[config.mk]
export PLATFORM = sky130hd
export DESIGN_NAME = event_flasher
export DESIGN_NICKNAME = d
export VERILOG_FILES = /design/src/rtl/event_flasher_pkg.sv /design/src/rtl/event_flasher_cycle_timer.sv /design/src/rtl/event_flasher.sv
export SDC_FILE = /design/constraint.sdc
export NUM_CORES = 1
export LEC_CHECK = 0
export ABC_CLOCK_PERIOD_IN_PS = 2400
export BUFFER_PORTS_ARGS = -buffer_cell sky130_fd_sc_hd__clkbuf_2
export CORE_AREA = 2 2 39 41
export CTS_CLUSTER_SIZE = 25
export DETAILED_ROUTE_END_ITERATION = 8
export DIE_AREA = 0 0 41 43
export GPL_TIMING_DRIVEN = 0
export SLEW_MARGIN = 10
export SYNTH_ARGS = -nofsm -noshare
export SYNTH_HDL_FRONTEND = slang
export SYNTH_HIERARCHICAL = 1
export SYNTH_SLANG_ARGS = --single-unit
[constraint.sdc]
create_clock -name clk -period 2.4 [get_ports clk]
set_clock_uncertainty 0.1 [all_clocks]
set_input_delay 0.36 -clock clk [delete_from_list [all_inputs] [get_ports clk]]
set_output_delay 0.36 -clock clk [all_outputs]
set_load 0.01 [all_outputs]
[src/rtl/event_flasher_pkg.sv]
// Shared types and elaboration helpers for the event flasher.
package event_flasher_pkg;

   typedef enum logic [1:0] {
      IDLE = 2'd0,
      ON   = 2'd1,
      OFF  = 2'd2
   } flash_state_t;

   // Width able to hold max(on_c, off_c) - 1; never narrower than one bit.
   function automatic int unsigned timer_width(input int unsigned on_c,
                                               input int unsigned off_c);
      int unsigned m;
      m = (on_c > off_c) ? on_c : off_c;
      return (m > 1) ? $clog2(m) : 1;
   endfunction

   function automatic bit params_ok(input int unsigned on_c,
                                    input int unsigned off_c,
                                    input int unsigned max_p);
      return (on_c >= 1) && (off_c >= 1) && (max_p >= 1);
   endfunction

endpackage

[src/rtl/event_flasher_cycle_timer.sv]
// Loadable down-counter shared by the ON and OFF phases of a flash.
module event_flasher_cycle_timer
   import event_flasher_pkg::*;
#(
   parameter int unsigned W = 2
) (
   input  logic         clk,
   input  logic         reset,
   input  logic         load,
   input  logic [W-1:0] load_val,
   input  logic         dec,
   output logic         zero
);

   logic [W-1:0] count_q;

   always_ff @(posedge clk) begin
      if (!reset) begin
         count_q <= '0;
      end else if (load) begin
         count_q <= load_val;
      end else if (dec && (count_q != '0)) begin
         count_q <= count_q - W'(1);
      end
   end

   assign zero = (count_q == '0);

endmodule

[src/rtl/event_flasher.sv]
// Turns single-cycle event pulses into fixed-length LED flashes, queueing extras.
module event_flasher
   import event_flasher_pkg::*;
#(
   parameter int unsigned ON_CYCLES   = 4,
   parameter int unsigned OFF_CYCLES  = 2,
   parameter int unsigned MAX_PENDING = 3,
   parameter int unsigned PW          = $clog2(MAX_PENDING + 1)
) (
   input  logic          clk,
   input  logic          reset,
   input  logic          pulse,
   output logic          led,
   output logic          busy,
   output logic [PW-1:0] pending,
   output logic          overflow
);

   localparam int unsigned TW = timer_width(ON_CYCLES, OFF_CYCLES);

   flash_state_t  state_q, state_d;
   logic [PW-1:0] pending_q, pending_d;
   logic          overflow_q, overflow_d;
   logic          tmr_load, tmr_dec, tmr_zero, enq;
   logic [TW-1:0] tmr_load_val;

   event_flasher_cycle_timer #(
      .W (TW)
   ) u_timer (
      .clk      (clk),
      .reset    (reset),
      .load     (tmr_load),
      .load_val (tmr_load_val),
      .dec      (tmr_dec),
      .zero     (tmr_zero)
   );

   always_comb begin
      state_d      = state_q;
      pending_d    = pending_q;
      overflow_d   = overflow_q;
      tmr_load     = 1'b0;
      tmr_load_val = TW'(ON_CYCLES - 1);
      tmr_dec      = 1'b0;
      enq          = 1'b0;

      unique case (state_q)
         IDLE: begin
            if (pulse) begin
               state_d  = ON;
               tmr_load = 1'b1;
            end
         end
         ON: begin
            enq = pulse;
            if (tmr_zero) begin
               state_d      = OFF;
               tmr_load     = 1'b1;
               tmr_load_val = TW'(OFF_CYCLES - 1);
            end else begin
               tmr_dec = 1'b1;
            end
         end
         OFF: begin
            if (!tmr_zero) begin
               tmr_dec = 1'b1;
               enq     = pulse;
            end else if ((pending_q != '0) || pulse) begin
               // A pulse here either starts the flash itself or replaces the consumed entry.
               state_d  = ON;
               tmr_load = 1'b1;
               if ((pending_q != '0) && !pulse) begin
                  pending_d = pending_q - PW'(1);
               end
            end else begin
               state_d = IDLE;
            end
         end
         default: state_d = IDLE;
      endcase

      if (enq) begin
         if (pending_q == PW'(MAX_PENDING)) begin
            overflow_d = 1'b1;
         end else begin
            pending_d = pending_q + PW'(1);
         end
      end
   end

   always_ff @(posedge clk) begin
      if (!reset) begin
         state_q    <= IDLE;
         pending_q  <= '0;
         overflow_q <= 1'b0;
      end else begin
         state_q    <= state_d;
         pending_q  <= pending_d;
         overflow_q <= overflow_d;
      end
   end

   assign led      = (state_q == ON);
   assign busy     = (state_q != IDLE);
   assign pending  = pending_q;
   assign overflow = overflow_q;

endmodule

======== Word-level counts from Yosys, hierarchy flattened ========
Cells that the tools add are included.
operators by class
  add/sub/neg operators ................... 3
  eq/ne operators ......................... 6
  mux-type cells .......................... 24
  reductions and logical operators ........ 13
operators by type and width
  cell                                                                      count
  2-bit two-way mux                                                         13
  1-bit two-way mux                                                         8
  2-bit nonzero test                                                        4
  2-bit one-hot mux with 3 select lines                                     1
  2-bit equality test (second input constant)                               2
  2-bit zero test                                                           2
  2-bit inequality test (second input constant)                             2
  2-bit by 1-bit subtractor with 2-bit output (second input constant)       2
  1-bit one-hot mux with 3 select lines                                     1
  3-bit AND reduction                                                       1
  2-bit by 1-bit adder with 2-bit output (second input constant)            1
  2-bit by 1-bit equality test with 1-bit output (second input constant)    1
  1-bit logical AND                                                         2
  2-bit by 1-bit inequality test with 1-bit output (second input constant)  1
  1-bit one-hot mux with 2 select lines                                     1
  2-bit AND reduction                                                       1
  2-bit OR reduction                                                        1
  1-bit zero test                                                           1
  1-bit logical OR                                                          1
word-level totals
  bits in registers ....................... 7
  output and inout bits ................... 5
  logic and storage cells ................. 50

======== Logic depth before layout (Yosys ltp) ========
Gate-level depths: netlist (run 1).
  word-level depth ........................ 8
  mapped depth ............................ 8
  mapped depth without buffers ............ 8

======== Modules after synthesis ========
The synthesis (run 1) kept the hierarchy.
by module, submodules not included
  module                     instances  cells each  area an instance (um2)  seq. area each (um2)
  event_flasher              1          47          401.6                   100.1
  event_flasher_cycle_timer  1          14          122.6                   40.0

======== Worst setup path before layout (run 1) ========
OpenSTA, ideal clock, no wires.
  path kind ............................... flip-flop to flip-flop
  from .................................... register pending_q[0] (netlist: pending[0])
  to ...................................... register u_timer.count_q[1]
  arrival time ............................ 1.300 ns
  required time ........................... 2.180 ns
  slack ................................... 0.879 ns
  cell stages (with the launch flop) ...... 9
  buffers on the path ..................... 0
  clock period less this slack ............ 1.521 ns
  cells stage by stage .................... dfxtp_1 -> inv_1 -> ha_1 -> a21boi_1 -> o21ai_0 -> a21oi_1 -> inv_1 -> o211ai_1 -> a21boi_1
on the way
  cells in the longest elaborated chain, start to end .. 6
  elaborated cells on any way between the ends .. 7
  classes of those cells .................. mux: 4; reduce/logical: 3
ends and longest elaborated chain
  item                                                            RTL line                         text
  from (decl)                                                     event_flasher.sv:22              logic [PW-1:0] pending_q, pending_d;
  from (signal assigned)                                          event_flasher.sv:98              pending_q <= pending_d;
  2-bit nonzero test (*)                                          event_flasher.sv:68              end else if ((pending_q != '0) || pulse) begin
  1-bit logical OR (*)                                            event_flasher.sv:68
  1-bit two-way mux (*)                                           event_flasher.sv:68
  1-bit two-way mux (*)                                           event_flasher.sv:65              if (!tmr_zero) begin
  1-bit one-hot mux with 3 select lines (*)                       event_flasher.sv:47              unique case (state_q)
  via tmr_load                                                    event_flasher.sv:24              logic tmr_load, tmr_dec, tmr_zero, enq;
  2-bit two-way mux / 2-bit nonzero test (equally long branches)  -
  to (signal assigned)                                            event_flasher_cycle_timer.sv:21  count_q <= load_val;
  to (signal assigned)                                            event_flasher_cycle_timer.sv:23  count_q <= count_q - W'(1);
  to (decl)                                                       event_flasher_cycle_timer.sv:15  logic [W-1:0] count_q;
Mark *: on every way through the listed nets, which the timed path passes. The rest lies on a longest branch.
A chain may end at the register's enable or synchronous reset.

======== Worst setup path after layout (run 1) ========
  from .................................... register state_q[0]
  to ...................................... register u_timer.count_q[1]
on the way
  elaborated cells on any way between the ends .. 10
  classes of those cells .................. eq/ne: 2; mux: 4; reduce/logical: 4
RTL lines
  item                                                            RTL line             text
  from (decl)                                                     event_flasher.sv:21  flash_state_t state_q, state_d;
  from (signal assigned)                                          event_flasher.sv:97  state_q <= state_d;
  2-bit equality test, or another cell as far along               event_flasher.sv:47
  1-bit one-hot mux with 3 select lines (*)                       event_flasher.sv:47
  via tmr_load                                                    event_flasher.sv:24
  2-bit two-way mux / 2-bit nonzero test (equally long branches)  -
Marks and branches as above.

==> metrics.csv, run 1 <==
stage;metric;value;unit
grt;grt_max_degree;9;
logic_synthesis;synth_area_leader_cell;dfxtp_1;
logic_synthesis;yosys_most_used_dff;dfxtp_1;
placement;port_buffers;7;
routing;vias_per_cell;4.74;
min_path;hp-class;primary input to flop;
grt;grt_usage;13.8;%
grt;grt_first_pass_wirelength;1550;um
timing;setup-violations-final;0;
cells_and_area;final_nets;84;
critical_path;required;2.43;ns
floorplan;fp-row-count;14;
outcome;status;completed;
logic_synthesis;synth_fp_nets;72;
clock_tree;clk_latency;0.24;ns
logic_synthesis;yosys_register_bits;7;
timing;rsz0062_at_grt;false;
critical_path;cp_max_fo;5;
power_and_ir_drop;power;0.655;mW
cells_and_area;fillers;135;
power_and_ir_drop;total_leakage_power;0.285;nW
critical_path;setup.worst_path.start_class;flop;
clock_tree;cts_tree;yes;
logic_synthesis;syn_area;524;um2
clock_tree;hold_buffers;0;
timing;final.setup.tns;0;ns
power_and_ir_drop;p_clk_share;15.6;%
power_and_ir_drop;power_density;1080;nW/um2
critical_path;r2r-start;state_q[0];
critical_path;ff2ff_setup_slack;0.76;ns
logic_synthesis;synth_top_area_share;26.7;%
grt;grt_use_met1;16.2;%
timing;slew_violations;0;
cells_and_area;multi_input_area;339;um2
routing;ant_nets;0;
grt;grt_pass1_vias;405;
grt;grtUsageMet2;19.7;%
floorplan;die_y;43;um
power_and_ir_drop;power_switching;0.275;mW
logic_synthesis;syn_inst;61;
floorplan;io_pins;8;
min_path;min_from;reset;
floorplan;die_x;41;um
routing;num_vias;417;
clock_tree;cts_setup_buffers;0;
routing;drt_iter0_drc;2;
placement;dp_hpwl;679;um
critical_path;arrival;1.67;ns
clock_tree;clkTransAtPathRegs;0.05;ns
critical_path;setup.worst_path.end_class;flop;
clock_tree;clock-sinks;7;
cells_and_area;seqCellArea;140;um2
clock_tree;numCtsBuffers;3;
timing;hold_violations;0;
cells_and_area;num_antenna_cells;0;
grt;antenna_found_initial;0;
routing;drcViolationCount;0;
logic_synthesis;syn_area_per_cell;8.59;um2
routing;avgRoutedWirePerCell;9.93;um
cells_and_area;fin_util;43.8;%
critical_path;r2r-end;u_timer/count_q[1];
logic_synthesis;yosysMostFrequentCell;inv_1;
floorplan;dieArea;1760;um2
critical_path;ff2ff_path_depth;8;
power_and_ir_drop;ir_drop;0.000488;V
clock_tree;cts_buffer_depth;2;
cells_and_area;drive_above_1_share;22.2;%
logic_synthesis;ys_async_sr_fraction;0;%
routing;wirelength;874;um
power_and_ir_drop;comb_power_share;56.8;%
logic_synthesis;synth_cell_type_count;25;
power_and_ir_drop;seqPwrFrac;27.6;%
job;cap_violations;0;
logic_synthesis;seq_area_frac_synth;26.7;%
grt;grt_overflow_total;0;
routing;first_pass_iters;3;
clock_tree;cts_resized;0;
timing;min_period;1.64;ns
min_path;whs_path_depth;2;
floorplan;initial_core_util;37.9;%
floorplan;core;1380;um2
logic_synthesis;synth-edff-count;0;
logic_synthesis;ys_warn_count;6;
clock_tree;clockRootBuffer;clkbuf_4;
min_path;hold-path-endpoint;overflow;
timing;fin_crit_sh;68.3;%
clock_tree;htree_levels;1;
placement;place_congestion;0.681;
power_and_ir_drop;p_int;0.380;mW
power_and_ir_drop;p_sw_share;41.9;%
cells_and_area;areaGrowthSynthToFinish;15.5;%
logic_synthesis;synth_commonest_cells;inv_1, ha_1, dfxtp_1;
timing;clock.fmax;0.610;GHz
grt;gr-usage-met3;3.14;%
timing;whs;0.335;ns
grt;top_usage_layer;met2;
critical_path;critical_path_class;flop to flop;
logic_synthesis;yosys-top-cells-area;dfxtp_1, ha_1, inv_1;
==> cell usage in the layout, fill, tap and decap left out <==
cell / count
a21boi_1: 2
a21oi_1: 2
and2b_2: 1
clkbuf_1: 1
clkbuf_2: 7
clkbuf_4: 3
conb_1: 1
dfxtp_1: 7
ha_1: 8
inv_1: 12
mux2i_1: 2
nand2_1: 6
nand3_1: 1
nand3b_1: 1
nand4bb_1: 1
nor2_1: 4
nor2b_1: 1
nor2b_4: 1
o2111ai_1: 1
o211ai_1: 1
o211ai_2: 1
o21a_1: 1
o21ai_0: 2
o21ai_2: 1
o22ai_2: 1
o31ai_1: 1
o41ai_2: 1
xnor2_1: 1
==> stage by stage <==
stage                     cell area, um2  worst slack (ns)  instances
after floorplan                      524             0.879         61
after global placement               579             0.768         84
after detailed placement             579             0.755         84
after CTS                            606             0.751         88
after global routing                 606             0.533         88
final                                606             0.761         88
==> metal layers <==
metal / part of all wire, % / vias up
li1: - / 222
met1: 47 / 188
met2: 46 / 5
met3: 4.5 / 2
met4: 2.1 / 0
met5: 0 / -
==> cells by family (layout without fill, tap and decap cells) <==
family	count (synthesis)	count (layout)	share of synthesized area, %
muxes	2	2	3.82
AOI/OAI and AO/OA	14	14	22.2
xor gates and xnor gates	1	1	1.67
adders and majority gates	8	8	19.1
other	1	1	0.715
DFF	7	7	26.7
buffers and inverters	12	23	8.59
and+or+nand+nor	16	16	17.2
==> worst max-delay path: stages (launching register included) <==
cell      delay (ns)
dfxtp_1         0.35
inv_1           0.09
ha_1            0.21
a21boi_1        0.20
o21ai_0         0.09
a21oi_1         0.21
inv_1           0.10
o211ai_1        0.09
a21boi_1        0.08
==> final cells by class <==
type,count,share of cell area (%)
Timing Repair Buffer,7,5.79
Sequential cell,7,23.1
Inverter,12,7.44
Clock buffer,4,4.34
Tap cell,16,3.31
Multi-Input combinational cell,42,56.0
==> how the worst max path moves through the flow <==
stage / from / end / slack (ns) / cells past startpoint
after CTS: state_q[0] / u_timer/count_q[1] / 0.75 / 8
after detailed placement: state_q[0] / u_timer/count_q[1] / 0.76 / 8
after global placement: state_q[0] / u_timer/count_q[1] / 0.77 / 8
final: state_q[0] / u_timer/count_q[1] / 0.76 / 8
after floorplan: pending[0] / u_timer/count_q[1] / 0.88 / 8
after global routing: state_q[0] / u_timer/count_q[1] / 0.53 / 8
==> power by group through the flow <==
stage	Sequential [mW]	Clock, mW	Combinational [mW]
floorplan	0.179	0	0.298
finish	0.181	0.102	0.372
global placement	0.184	0	0.367
detailed placement	0.184	0	0.370
CTS	0.182	0.107	0.377
global route	0.188	0.115	0.424
(Power assumes the default switching activity.)
==> run 2, diff against run 1 <==
Settings changed: ABC_CLOCK_PERIOD_IN_PS 2400 to 1640.
Clock period 2.4 ns to 1.64 ns, I/O delays scaled along.
==> run 2 against run 1 <==
Effect of this change: fmax grew 5.3%; critical endpoint unchanged; critical path depth shrank 2; sequential cell count is the same.
==> metrics.csv, run 2 (same netlist as run 1, synthesis figures left out) <==
stage;metric;value;unit;change
timing;final.setup.tns;0;ns;unchanged
routing;drcViolationCount;0;;unchanged
grt;grt_max_degree;9;;unchanged
cells_and_area;drive_above_1_share;37.3;%;+15 points
critical_path;cp_max_fo;5;;unchanged
clock_tree;numCtsBuffers;3;;unchanged
clock_tree;clkTransAtPathRegs;0.05;ns;about the same
floorplan;core;1380;um2;unchanged
floorplan;io_pins;8;;unchanged
floorplan;die_y;43;um;unchanged
cells_and_area;areaGrowthSynthToFinish;25.1;%;
timing;hold_violations;0;;unchanged
critical_path;setup.worst_path.start_class;flop;;
critical_path;required;1.68;ns;-0.75 ns
routing;first_pass_iters;4;;+1
timing;post-route-worst-setup-slack;0.0842;ns;-0.677 ns
placement;place_congestion;0.681;;unchanged
cells_and_area;num_antenna_cells;0;;unchanged
critical_path;setup.worst_path.end_class;flop;;
routing;avgRoutedWirePerCell;10.3;um;+4.1%
critical_path;cp_top_family;flip-flops;;
critical_path;cp_num_buf_inv;1;;-1
placement;dpl-instance-area;579;um2;unchanged
timing;fin_crit_sh;94.9;%;+27 points
placement;dp_hpwl;679;um;unchanged
routing;ant_nets;0;;unchanged
grt;grt_first_pass_wirelength;1550;um;unchanged
cells_and_area;layout_common_cells;inv_1, clkbuf_2, nand2_1;;
cells_and_area;fin_util;47.4;%;+3.6 points
floorplan;initial_core_util;37.9;%;unchanged
critical_path;cp_slowest_cell;dfxtp_2;;
min_path;hp-class;primary input to flop;;
grt;grt_usage;13.8;%;unchanged
clock_tree;clockRootBuffer;clkbuf_4;;
power_and_ir_drop;total_leakage_power;0.299;nW;+4.7%
routing;drt_iter0_drc;3;;+1
timing;clock.fmax;0.643;GHz;+5.3%
clock_tree;clk_latency;0.25;ns;about the same
cells_and_area;stdcell_count;91;;+3.4%
routing;num_vias;438;;+5.0%
clock_tree;cts_buffer_depth;2;;unchanged
floorplan;fp-row-count;14;;unchanged
floorplan;die_x;41;um;unchanged
cells_and_area;final_nets;87;;+3.6%
routing;vias_per_cell;4.81;;+1.6%
min_path;whs_path_depth;2;;unchanged
grt;grt_pass1_vias;405;;unchanged
grt;grt_overflow_total;0;;unchanged
critical_path;max_stage_delay;0.38;ns;+0.03 ns
critical_path;worstSetupPathDepth;6;;-2
power_and_ir_drop;power_density;1600;nW/um2;+47%
outcome;status;completed;;
placement;pre_cts_ws;-0.00493;ns;-0.760 ns
critical_path;arrival;1.60;ns;-0.07 ns
clock_tree;htree_levels;1;;unchanged
timing;setup-violations-final;0;;unchanged
timing;min_period;1.56;ns;-0.0828 ns
critical_path;crit_chain;inv_2, ha_1, and2b_2, nor2b_4, o211ai_1, a21boi_1;;
placement;dp.cells;84;;unchanged
routing;wirelength;941;um;+7.7%
job;cap_violations;0;;unchanged
timing;rsz0062_at_grt;true;;
clock_tree;clock-sinks;7;;unchanged
power_and_ir_drop;ir_drop;0.000692;V;+42%
critical_path;ff2ff_path_depth;6;;-2
critical_path;critical_path_class;flop to flop;;
placement;port_buffers;7;;unchanged
cells_and_area;final_cell_area;656;um2;+8.3%
grt;antenna_found_initial;0;;unchanged
cells_and_area;final_common_cell;inv_1;;
clock_tree;cts_tree;yes;;
floorplan;dieArea;1760;um2;unchanged
timing;slew_violations;0;;unchanged
[run 2: final cells by class]
cell class / instances / area [um2]
Timing Repair Buffer: 10 / 57.6
Fill cell: 133 / 728
Tap cell: 16 / 20.0
Inverter: 12 / 45.0
Clock buffer: 4 / 26.3
Multi-Input combinational cell: 42 / 363
Sequential cell: 7 / 144
[run 2: stage by stage]
| step | power [mW] | hold WS (ns) |
|---|---|---|
| after floorplan | 0.698 | 0.264 |
| after global placement | 0.806 | 0.353 |
| after detailed placement | 0.810 | 0.356 |
| after CTS | 0.974 | 0.221 |
| after global routing | 1.15 | 0.230 |
| final | 1.05 | 0.212 |
[run 2: worst paths after layout]
check	from	to	slack (ns)
worst min-delay path	reset	overflow	0.21
worst max-delay path	state_q[0]	u_timer/count_q[1]	0.08
worst max register to register	state_q[0]	u_timer/count_q[1]	0.08
worst min register to register	overflow	overflow	0.36
[run 2: report_power, final]
part           internal, mW  switching [mW]
combinational         0.293           0.321
clock                0.0927          0.0610
sequential            0.228          0.0505
[run 2: routing by layer]
metal	vias to the layer above	wire length [um]	track usage, %
li1	229	-	-
met2	8	437	19.7
met1	196	422	16.2
met5	-	0	0
met3	5	44	3.14
met4	0	36	12.0
[run 2: timing repair]
item	4_1_cts	5_1_grt
hold endpoints to repair	0	0
endpoints found under the setup margin	1	5
hold buffers	0	0
setup buffers	0	3
pin swaps	1	1
resized for setup	0	10
==> run 3, diff against run 2 <==
Settings changed: ABC_CLOCK_PERIOD_IN_PS 1640 to 1600.
Clock period 1.64 ns to 1.6 ns, I/O delays scaled along.
==> run 3 against run 2 <==
Effect of this change: die area did not move; count of clock-buffer cells in the layout is the same; utilization is 1.1 points higher; critical endpoint unchanged; sequential power rose by 4%; sequential share of layout area down 0.12 points; register-to-register slack better by 0.02 ns; first-iteration DRC count rose by 67%; critical path depth did not move; sequential cell count did not move; hold slack lost 0.0042 ns; non-clock buffer count decreased by 2.
==> metrics.csv, run 3 (same netlist as run 1, synthesis figures left out) <==
stage;metric;value;unit;change
grt;grt_usage;13.9;%;+0.10 points
floorplan;fp-row-count;14;;unchanged
clock_tree;clkTransAtPathRegs;0.05;ns;about the same
clock_tree;htree_levels;1;;unchanged
power_and_ir_drop;total_leakage_power;0.291;nW;-2.5%
power_and_ir_drop;power;1.13;mW;+7.8%
placement;port_buffers;7;;unchanged
grt;grt_pass1_vias;408;;+0.74%
outcome;status;completed;;
floorplan;initial_core_util;37.9;%;unchanged
floorplan;dieArea;1760;um2;unchanged
clock_tree;cts_tree;yes;;
floorplan;die_y;43;um;unchanged
placement;place_congestion;0.681;;unchanged
power_and_ir_drop;power_density;1680;nW/um2;+5.4%
cells_and_area;final_cell_area;671;um2;+2.3%
timing;hold_violations;0;;unchanged
floorplan;io_pins;8;;unchanged
grt;grt_overflow_total;0;;unchanged
routing;num_vias;442;;+0.91%
power_and_ir_drop;p_int;0.654;mW;+6.6%
timing;min_period;1.49;ns;-0.0633 ns
job;cap_violations;0;;unchanged
floorplan;die_x;41;um;unchanged
critical_path;required;1.64;ns;-0.04 ns
power_and_ir_drop;power_switching;0.474;mW;+9.5%
grt;gr-usage-met3;3.14;%;unchanged
cells_and_area;drive_above_1_share;41.1;%;+3.8 points
grt;top_usage_layer;met2;;
clock_tree;clock-sinks;7;;unchanged
timing;setup-violations-final;0;;unchanged
timing;whs;0.208;ns;-0.00423 ns
clock_tree;clockRootBuffer;clkbuf_4;;
routing;wirelength;965;um;+2.6%
timing;slew_violations;0;;unchanged
routing;avgRoutedWirePerCell;10.8;um;+4.9%
grt;grtUsageMet2;19.7;%;unchanged
grt;antenna_found_initial;0;;unchanged
clock_tree;cts_buffer_depth;2;;unchanged
cells_and_area;num_antenna_cells;0;;unchanged
cells_and_area;areaGrowthSynthToFinish;27.9;%;
routing;first_pass_iters;4;;unchanged
timing;final.setup.tns;0;ns;unchanged
min_path;hp-class;primary input to flop;;
cells_and_area;stdcell_count;89;;-2.2%
grt;grt_first_pass_wirelength;1570;um;+0.90%
cells_and_area;layout_common_cells;inv_1, clkbuf_2, nand2_1, nor2_1, dfxtp_1;;
cells_and_area;final_common_cell;inv_1;;
grt;grt_max_degree;9;;unchanged
critical_path;cp_max_fo;8;;+3
routing;vias_per_cell;4.97;;+3.2%
timing;fin_crit_sh;93.3;%;-1.6 points
power_and_ir_drop;p_sw_share;42.0;%;+0.65 points
cells_and_area;final_nets;85;;-2.3%
placement;dpl-instance-area;579;um2;unchanged
critical_path;setup.worst_path.start_class;flop;;
critical_path;setup.worst_path.end_class;flop;;
floorplan;core;1380;um2;unchanged
routing;ant_nets;0;;unchanged
critical_path;max_stage_delay;0.32;ns;-0.06 ns
timing;clock.fmax;0.670;GHz;+4.2%
power_and_ir_drop;seqPwrFrac;25.8;%;-0.8 points
routing;drt_iter0_drc;5;;+2
clock_tree;clk_latency;0.25;ns;about the same
power_and_ir_drop;comb_power_share;60.3;%;+1.6 points
clock_tree;hold_buffers;0;;unchanged
critical_path;arrival;1.53;ns;-0.07 ns
critical_path;cp_slowest_cell;dfxtp_1;;
grt;grt_use_met1;16.5;%;+0.32 points
placement;dp_hpwl;679;um;unchanged
placement;dp.cells;84;;unchanged
clock_tree;numCtsBuffers;3;;unchanged
routing;drcViolationCount;0;;unchanged
power_and_ir_drop;p_clk_share;14.0;%;-0.7 points
power_and_ir_drop;ir_drop;0.000773;V;+12%
critical_path;crit_chain;inv_1, ha_2, and2b_2, nor2b_4, o211ai_1, a21boi_1;;
critical_path;critical_path_class;flop to flop;;
[run 3: layout make-up]
class / instances / area, um2
flip-flops and latches: 7 / 146
repair buffers: 8 / 42.5
multi-input cells: 42 / 390
well taps: 16 / 20.0
clock buffers: 4 / 26.3
inverters: 12 / 45.0
fillers: 133 / 713
[run 3: routing by layer]
layer / share of wire, % / up-vias
met2: 47 / 8
li1: - / 225
met4: 3.5 / 0
met1: 44 / 204
met3: 4.4 / 5
met5: 0 / -
[run 3: power groups by stage]
stage	registers, mW	logic, mW	clock network [mW]
final	0.290	0.679	0.157
after global placement	0.276	0.550	0
after CTS	0.275	0.568	0.161
after detailed placement	0.275	0.555	0
after global routing	0.301	0.760	0.173
after floorplan	0.269	0.447	0
[run 3: repair_timing]
item                       CTS  global route
gates resized for setup      2            15
pin swaps                    1             2
setup buffers                0             1
setup endpoints to repair    1             6
[run 3: worst max-delay path: cells and delay by family (launching register included)]
kind | cells | cell delay, ns
adders and majority gates | 1 | 0.28
buffers and inverters | 1 | 0.06
AOI/OAI and AO/OA | 2 | 0.24
DFF | 1 | 0.32
and+or+nand+nor | 2 | 0.38
[run 3: final timing paths]
path                            cells past startpoint  slack (ns)                  to                from
worst max-delay path                                6        0.11  u_timer/count_q[1]  u_timer/count_q[0]
worst min-delay path                                2        0.21            overflow               reset
worst max register to register                      6        0.11  u_timer/count_q[1]  u_timer/count_q[0]
worst min register to register                      1        0.36            overflow            overflow
[run 3: through the flow]
step	utilization [%]	worst slack, ns
after floorplan	-	0.0792
after global placement	41.9	-0.0315
after detailed placement	41.9	-0.0449
after CTS	44.1	0.0122
after global routing	48.5	-0.00704
final	48.5	0.108
